**config.mk**
```make
export PLATFORM = sky130hd
export DESIGN_NAME = pc_update_unit
export DESIGN_NICKNAME = d
export VERILOG_FILES = /design/src/rtl/pc_update_unit_pkg.sv /design/src/rtl/pc_update_unit_pc_target_adder.sv /design/src/rtl/pc_update_unit.sv
export SDC_FILE = /design/constraint.sdc
export NUM_CORES = 1
export LEC_CHECK = 0
export ABC_CLOCK_PERIOD_IN_PS = 4500
export CORE_ASPECT_RATIO = 1.25
export CORE_MARGIN = 3
export CORE_UTILIZATION = 50
export DETAILED_ROUTE_END_ITERATION = 8
export PLACE_DENSITY = 0.82
export SLEW_MARGIN = 20
export SYNTH_ARGS = -nofsm -noshare
export SYNTH_HDL_FRONTEND = slang
export SYNTH_HIERARCHICAL = 1
export SYNTH_SLANG_ARGS = --single-unit
export TNS_END_PERCENT = 5
```
**constraint.sdc**
```tcl
create_clock -name CLK -period 4.5 [get_ports CLK]
set_input_delay 0.9 -clock CLK [delete_from_list [all_inputs] [get_ports CLK]]
set_output_delay 0.9 -clock CLK [all_outputs]
set_load 0.05 [all_outputs]
```
**src/rtl/pc_update_unit_pkg.sv**
```systemverilog
// Shared definitions for the program-counter update unit.
// Covers the FSM encoding, the datapath widths and the offset sign-extension helper.
package pc_update_unit_pkg;

    localparam int XLEN  = 32;
    localparam int OFF_W = 8;

    localparam logic [XLEN-1:0] PC_INC = 32'd4;

    typedef enum logic [1:0] {
        S_WAIT  = 2'd0,
        S_RUN   = 2'd1,
        S_STALL = 2'd2
    } pc_state_e;

    // Word offset -> byte offset: sign-extend and scale by 4.
    function automatic logic [XLEN-1:0] sext_word_offset(input logic signed [OFF_W-1:0] off);
        return {{(XLEN-OFF_W-2){off[OFF_W-1]}}, off, 2'b00};
    endfunction

endpackage

```
**src/rtl/pc_update_unit_pc_target_adder.sv**
```systemverilog
// Combinational PC+4 and branch/jump target generation.
// All arithmetic wraps modulo 2^32 without any overflow indication.
module pc_target_adder
    import pc_update_unit_pkg::*;
(
    input  logic        [XLEN-1:0]  pc_i,
    input  logic signed [OFF_W-1:0] offset_i,
    output logic        [XLEN-1:0]  next4pc_o,
    output logic        [XLEN-1:0]  target_o
);

    assign next4pc_o = pc_i + PC_INC;
    assign target_o  = next4pc_o + sext_word_offset(offset_i);

endmodule

```
**src/rtl/pc_update_unit.sv**
```systemverilog
// Program-counter register with next-PC selection, stall freeze and
// buffering of a branch/jump redirect that arrives while the memory is busy.
module pc_update_unit
    import pc_update_unit_pkg::*;
#(
    parameter logic [XLEN-1:0] RESET_PC = 32'h0000_0000
) (
    input  logic             CLK,
    input  logic             RESET,
    input  logic             BUSYWAIT,
    input  logic             BRANCH,
    input  logic             JUMP,
    input  logic [OFF_W-1:0] OFFSET,
    output logic [XLEN-1:0]  PC,
    output logic [XLEN-1:0]  NEXT4PC,
    output logic             FETCH_VALID,
    output logic             REDIRECT
);

    pc_state_e       state_q, state_d;
    logic [XLEN-1:0] pc_q, pc_d;
    logic            redirect_q, redirect_d;
    logic            pend_q, pend_d;
    logic [XLEN-1:0] pend_tgt_q, pend_tgt_d;

    logic [XLEN-1:0] next4pc;
    logic [XLEN-1:0] target;
    logic            req;

    pc_target_adder u_target_adder (
        .pc_i      (pc_q),
        .offset_i  (OFFSET),
        .next4pc_o (next4pc),
        .target_o  (target)
    );

    // Branch and jump share one target, so both high is a single request.
    assign req = BRANCH | JUMP;

    always_comb begin
        state_d    = state_q;
        pc_d       = pc_q;
        redirect_d = 1'b0;
        pend_d     = pend_q;
        pend_tgt_d = pend_tgt_q;

        unique case (state_q)
            S_WAIT: begin
                state_d = S_RUN;
            end

            S_RUN: begin
                if (BUSYWAIT) begin
                    state_d = S_STALL;
                    if (req) begin
                        pend_d     = 1'b1;
                        pend_tgt_d = target;
                    end
                end else if (req) begin
                    pc_d       = target;
                    redirect_d = 1'b1;
                end else begin
                    pc_d = next4pc;
                end
            end

            S_STALL: begin
                if (BUSYWAIT) begin
                    // Only the first request of a stall is kept.
                    if (!pend_q && req) begin
                        pend_d     = 1'b1;
                        pend_tgt_d = target;
                    end
                end else begin
                    state_d = S_RUN;
                    if (pend_q) begin
                        pc_d       = pend_tgt_q;
                        redirect_d = 1'b1;
                        pend_d     = 1'b0;
                    end else if (req) begin
                        pc_d       = target;
                        redirect_d = 1'b1;
                    end else begin
                        pc_d = next4pc;
                    end
                end
            end

            default: begin
                state_d = S_WAIT;
            end
        endcase
    end

    always_ff @(posedge CLK or negedge RESET) begin
        if (!RESET) begin
            state_q    <= S_WAIT;
            pc_q       <= RESET_PC;
            redirect_q <= 1'b0;
            pend_q     <= 1'b0;
            pend_tgt_q <= '0;
        end else begin
            state_q    <= state_d;
            pc_q       <= pc_d;
            redirect_q <= redirect_d;
            pend_q     <= pend_d;
            pend_tgt_q <= pend_tgt_d;
        end
    end

    assign PC          = pc_q;
    assign NEXT4PC     = next4pc;
    assign FETCH_VALID = (state_q != S_WAIT);
    assign REDIRECT    = redirect_q;

endmodule

```
# Word-level counts from Yosys, hierarchy flattened
# Cells that the tools add are included.
[totals]
ff_bits = 68
in_bits = 13
output_inout_bits = 66
[classes]
n_addsub = 2
eq_ne = 9
mux = 23
bitwise = 1
n_reduce_logical = 9
[ops]
columns = ["cell", "n"]
rows = [
  ["32-bit two-way mux", 8],
  ["32-bit one-hot mux with 2 select lines", 2],
  ["32-bit by 3-bit adder with 32-bit output, second input constant", 1],
  ["32-bit adder", 1],
  ["2-bit inequality test, second input constant", 6],
  ["1-bit two-way mux", 8],
  ["2-bit one-hot mux with 3 select lines", 1],
  ["5-bit AND reduction", 1],
  ["2-bit two-way mux", 2],
  ["1-bit one-hot mux with 2 select lines", 2],
  ["4-bit AND reduction", 1],
  ["2-bit nonzero test", 2],
  ["3-bit inequality test, second input constant", 1],
  ["3-bit AND reduction", 1],
  ["2-bit by 1-bit equality test with 1-bit output, second input constant", 1],
  ["2-bit equality test, second input constant", 1],
  ["2-bit zero test", 1],
  ["2-bit AND reduction", 1],
  ["1-bit logical AND", 1],
  ["1-bit zero test", 1],
  ["1-bit bitwise OR", 1],
]

# Logic depth before layout (Yosys ltp)
[depth]
word_depth = 6
depth_mapped = 20
ltp_nobuf = 18

# Modules after synthesis
# The synthesis kept the hierarchy.
[modules_own_cells]
columns = ["module", "n_inst", "cells_each", "area_each_um2"]
rows = [
  ["pc_update_unit", 1, 320, 3369.5],
  ["pc_target_adder", 1, 286, 2025.7],
]

# Worst setup path before layout
# Ideal clock, no wire load.
[synth_timing]
path_kind = "flip-flop to flip-flop"
from = "register pc_q[4], in the netlist PC[4]"
to = "register pc_q[30], in the netlist PC[30]"
setup_ns = 0.084
arrival_ns = 4.913
slack_ns = -0.496
path_stages_with_launch = 19
synth_period_minus_slack_ns = 4.996
cell_sequence = "dfrtp_1 > and4_1 > and4_1 > and2_1 > clkbuf_1 > nand2_1 > nor2_1 > nand2_1 > xnor2_1 > ha_1 > clkbuf_1 > a21oi_1 > a41oi_1 > a311o_1 > a221oi_2 > xnor2_1 > o21a_1 > a211oi_1 > o21ai_0"
[synth_between]
elab_chain_cells = 6
[synth_rtl]
columns = ["item", "line", "rtl"]
rows = [
  ["from (decl)", "pc_update_unit.sv:21", "logic [XLEN-1:0] pc_q, pc_d;"],
  ["from (signal assigned)", "pc_update_unit.sv:104", "pc_q <= pc_d;"],
  ["32-bit by 3-bit adder with 32-bit output *", "pc_update_unit_pc_target_adder.sv:12", "assign next4pc_o = pc_i + PC_INC;"],
  ["via NEXT4PC[23]", "pc_update_unit.sv:15", "output logic [XLEN-1:0] NEXT4PC,"],
  ["32-bit adder *", "pc_update_unit_pc_target_adder.sv:13", "assign target_o = next4pc_o + sext_word_offset(offset_i);"],
  ["32-bit two-way mux *", "pc_update_unit.sv:59, pc_update_unit.sv:80", ""],
  ["32-bit two-way mux", "pc_update_unit.sv:76", "if (pend_q) begin"],
  ["32-bit two-way mux", "pc_update_unit.sv:68", "if (BUSYWAIT) begin"],
  ["32-bit one-hot mux with 2 select lines *", "pc_update_unit.sv:47", "unique case (state_q)"],
]
# The timed path passes the listed nets; every way through them passes the cells marked *. The select of a mux whose other input is x is not followed.
# A chain may end at the register's enable or synchronous reset.

# Worst setup path in the final report
[layout_timing]
from = "register pc_q[5], in the netlist PC[5]"
to = "output port NEXT4PC[25]"
[layout_between]
elab_chain_cells = 1
[layout_rtl]
columns = ["item", "line"]
rows = [
  ["32-bit by 3-bit adder with 32-bit output", "pc_update_unit_pc_target_adder.sv:12"],
  ["to (decl)", "pc_update_unit.sv:15"],
]
# Every way passes these cells.

==> out/metrics.yaml <==
dieArea_um2: 12100
portBuffers: 78
path_cells: "and4_2, and4_1, and2_2, nand2_1, nor2_2, nand4_1, xnor2_2, clkdlybuf4s50_1"
seq_area_frac_synth_pct: 31.5
floorplan.initialDensity_pct: 52.3
post-route-min-period_ps: 4260
crit_path_end_kind: "primary output"
yosys_warnings: 6
synth_top_area_share_pct: 31.5
criticalPathCategory: "flip-flop to primary output"
critPathLaunchType: "flip-flop"
first_pass_iters: 5
grt_pass1_vias: 5061
clk_pin_slew_ps: 60
most-common-layout-cells: "o21ai_0 (78), clkdlybuf4s50_1 (76), dfrtp_1 (66)"
setup_viol: 0
synthArstFlopShare_pct: 100
reg2reg_depth: 16
netlist_area_um2: 5400
die-height_um: 122
hold_violations: 0
rsz0062_at_grt: "no"
grt_pass1_wl_um: 26100
gp_congestion: 0.940
die_w_um: 98.9
cpPeakStageDelay_ps: 850
worstMarginPinSlew_ps: 790
fin_crit_sh_pct: 94.6
antenna_left: 0
clk_latency_ps: 340
overflow: 0
synth_edf_count: 0
drv_slew: 0
antenna_found_initial: 0
diodes: 0
avgSynthCellArea_um2: 8.90
status: "completed"
cts-buffers-inserted: 9
area_delta_synth_final_pct: 24.4
coreArea_um2: 10300
io_pins: 79
drive_gt1_share_pct: 13.8
maxCapViolCount: 0
max_freq_mhz: 235
cp.required_ps: 3600
via_per_inst: 6.34
synth.largest_area_cell: "dfrtp_1"
drc_errors: 0
cts.sinks: 68
track_usage_pct: 27.2
synthesis.nets: 658
critPathArrivalTime_ps: 3360
cts_tree: "done"
ys_ff_latch: 68
synth_area_leaders: "dfrtp_1 (32%), ha_1 (8.8%), o21ai_0 (7.2%), xnor2_1 (6.7%), mux2_2 (6.1%)"
grt_max_degree: 36
cp_max_fo: 7
layout.nets: 719
synth_ff_type: "dfrtp_1"
postSynthCellCount: 606
cts_max_path_buffers: 2
ctsHoldBuffers: 0
drtIter0Drc: 306
netlist-cell-type-count: 55
cts_max_level: 3
dp_cells: 785
fill_cells: 866
stdcell_count: 801
drt-total-wl_um: 16000
dr_total_vias: 5082
critPathSlowestCell: "clkdlybuf4s50_1"
rows: 41
avgRoutedWirePerCell_um: 20.0
final_common_cell: "o21ai_0"
hold_class: "flip-flop to flip-flop"
timing.slew.headroom_pct: 47.3
cts_root_buf: "clkbuf_16"
dp_hpwl_um: 11300
holdPathStages: 1
fin_skew_ps: 6.59
## worst max-delay path: cells and delay by family, from the launching register on
| kind | cells | cell delay, ps |
|---|---|---|
| XOR/XNOR | 1 | 280 |
| buffers and inverters | 1 | 850 |
| flip-flops | 1 | 420 |
| AND/OR/NAND/NOR | 6 | 1460 |
## kinds of logic (layout without fill, tap and decap cells)
group           after synthesis  in the layout  share of synthesized area (%)
compound gates              215            215                           25.7
xor+xnor                     58             58                           9.42
fa+ha+maj                    39             39                           9.18
buf+inv                      53            119                           4.64
flops                        68             68                           31.5
mux                          33             33                           6.89
simple gates                140            140                           12.7
## what timing repair did
| item | in CTS | in global routing |
|---|---|---|
| setup buffers | 0 | 0 |
| resized for setup | 0 | 8 |
| setup endpoints to repair | 0 | 10 |
## final cells by class
cell class	instances	area [µm²]	area share, %
Multi-Input combinational cell	485	3590	53.6
Inverter	10	37.5	0.559
Clock inverter	3	68.8	1.03
Tap cell	129	161	2.40
Clock buffer	13	260	3.88
Sequential cell	68	1700	25.4
Timing Repair Buffer	93	886	13.2
## layer usage
metal	wire [µm]	GRT usage, %	vias to the layer above	share of wire (%)
met5	0	0	-	0
met4	324	8.80	0	2.0
met3	880	4.35	33	5.5
met2	7960	46.2	187	50
met1	6830	35.3	2516	43
li1	-	-	2346	-
## cells in the mapped netlist, types with 2 or more instances
cell / n
mux2_1: 4
nor2b_1: 3
dfrtp_1: 68
o31ai_1: 3
a31oi_1: 2
buf_2: 5
a211oi_1: 32
a21o_1: 5
buf_6: 3
o221ai_1: 2
xor2_1: 17
xnor2_1: 41
and3_1: 6
nand4_1: 18
o21ai_0: 78
a21boi_0: 2
o211ai_1: 2
mux2_2: 29
nand2_1: 60
ha_1: 38
nor2_1: 15
a21oi_1: 33
inv_1: 10
o21a_1: 34
and2_1: 7
clkbuf_1: 29
buf_4: 6
o21bai_1: 6
and4_1: 4
nor3_1: 2
nand3_1: 18
## registers in the layout, summed over array words and instances, names as in the netlist
register,flops
PC,32
pend_tgt_q,32
state_q,2
REDIRECT,1
pend_q,1
## path summary, 6_finish.rpt
| path | to | slack (ps) | from |
|---|---|---|---|
| hold / removal | pend_tgt_q[30] | 480 | pend_tgt_q[30] |
| setup reg to reg | PC[28] | 350 | PC[5] |
| hold reg to reg | pend_tgt_q[30] | 480 | pend_tgt_q[30] |
| min in group asynchronous | PC[21] | 650 | RESET |
| max in group asynchronous | PC[6] | 2870 | RESET |
| setup / recovery | NEXT4PC[25] | 240 | PC[5] |
## metrics by stage
step                      util [%]  setup TNS (ps)  area (µm²)  hold WS (ps)  setup WS [ps]
after floorplan                  -            -176        5530           453           -111
after global routing          65.1               0        6710           495           18.0
after CTS                     64.9               0        6690           488           49.0
after global placement        61.7               0        6360           462            254
final                         65.1               0        6710           483            242
after detailed placement      61.7               0        6360           475            169
Power is left out: the tool's default activity adds up to more than one toggle a clock period on the data nets, which glitch-free logic cannot reach.
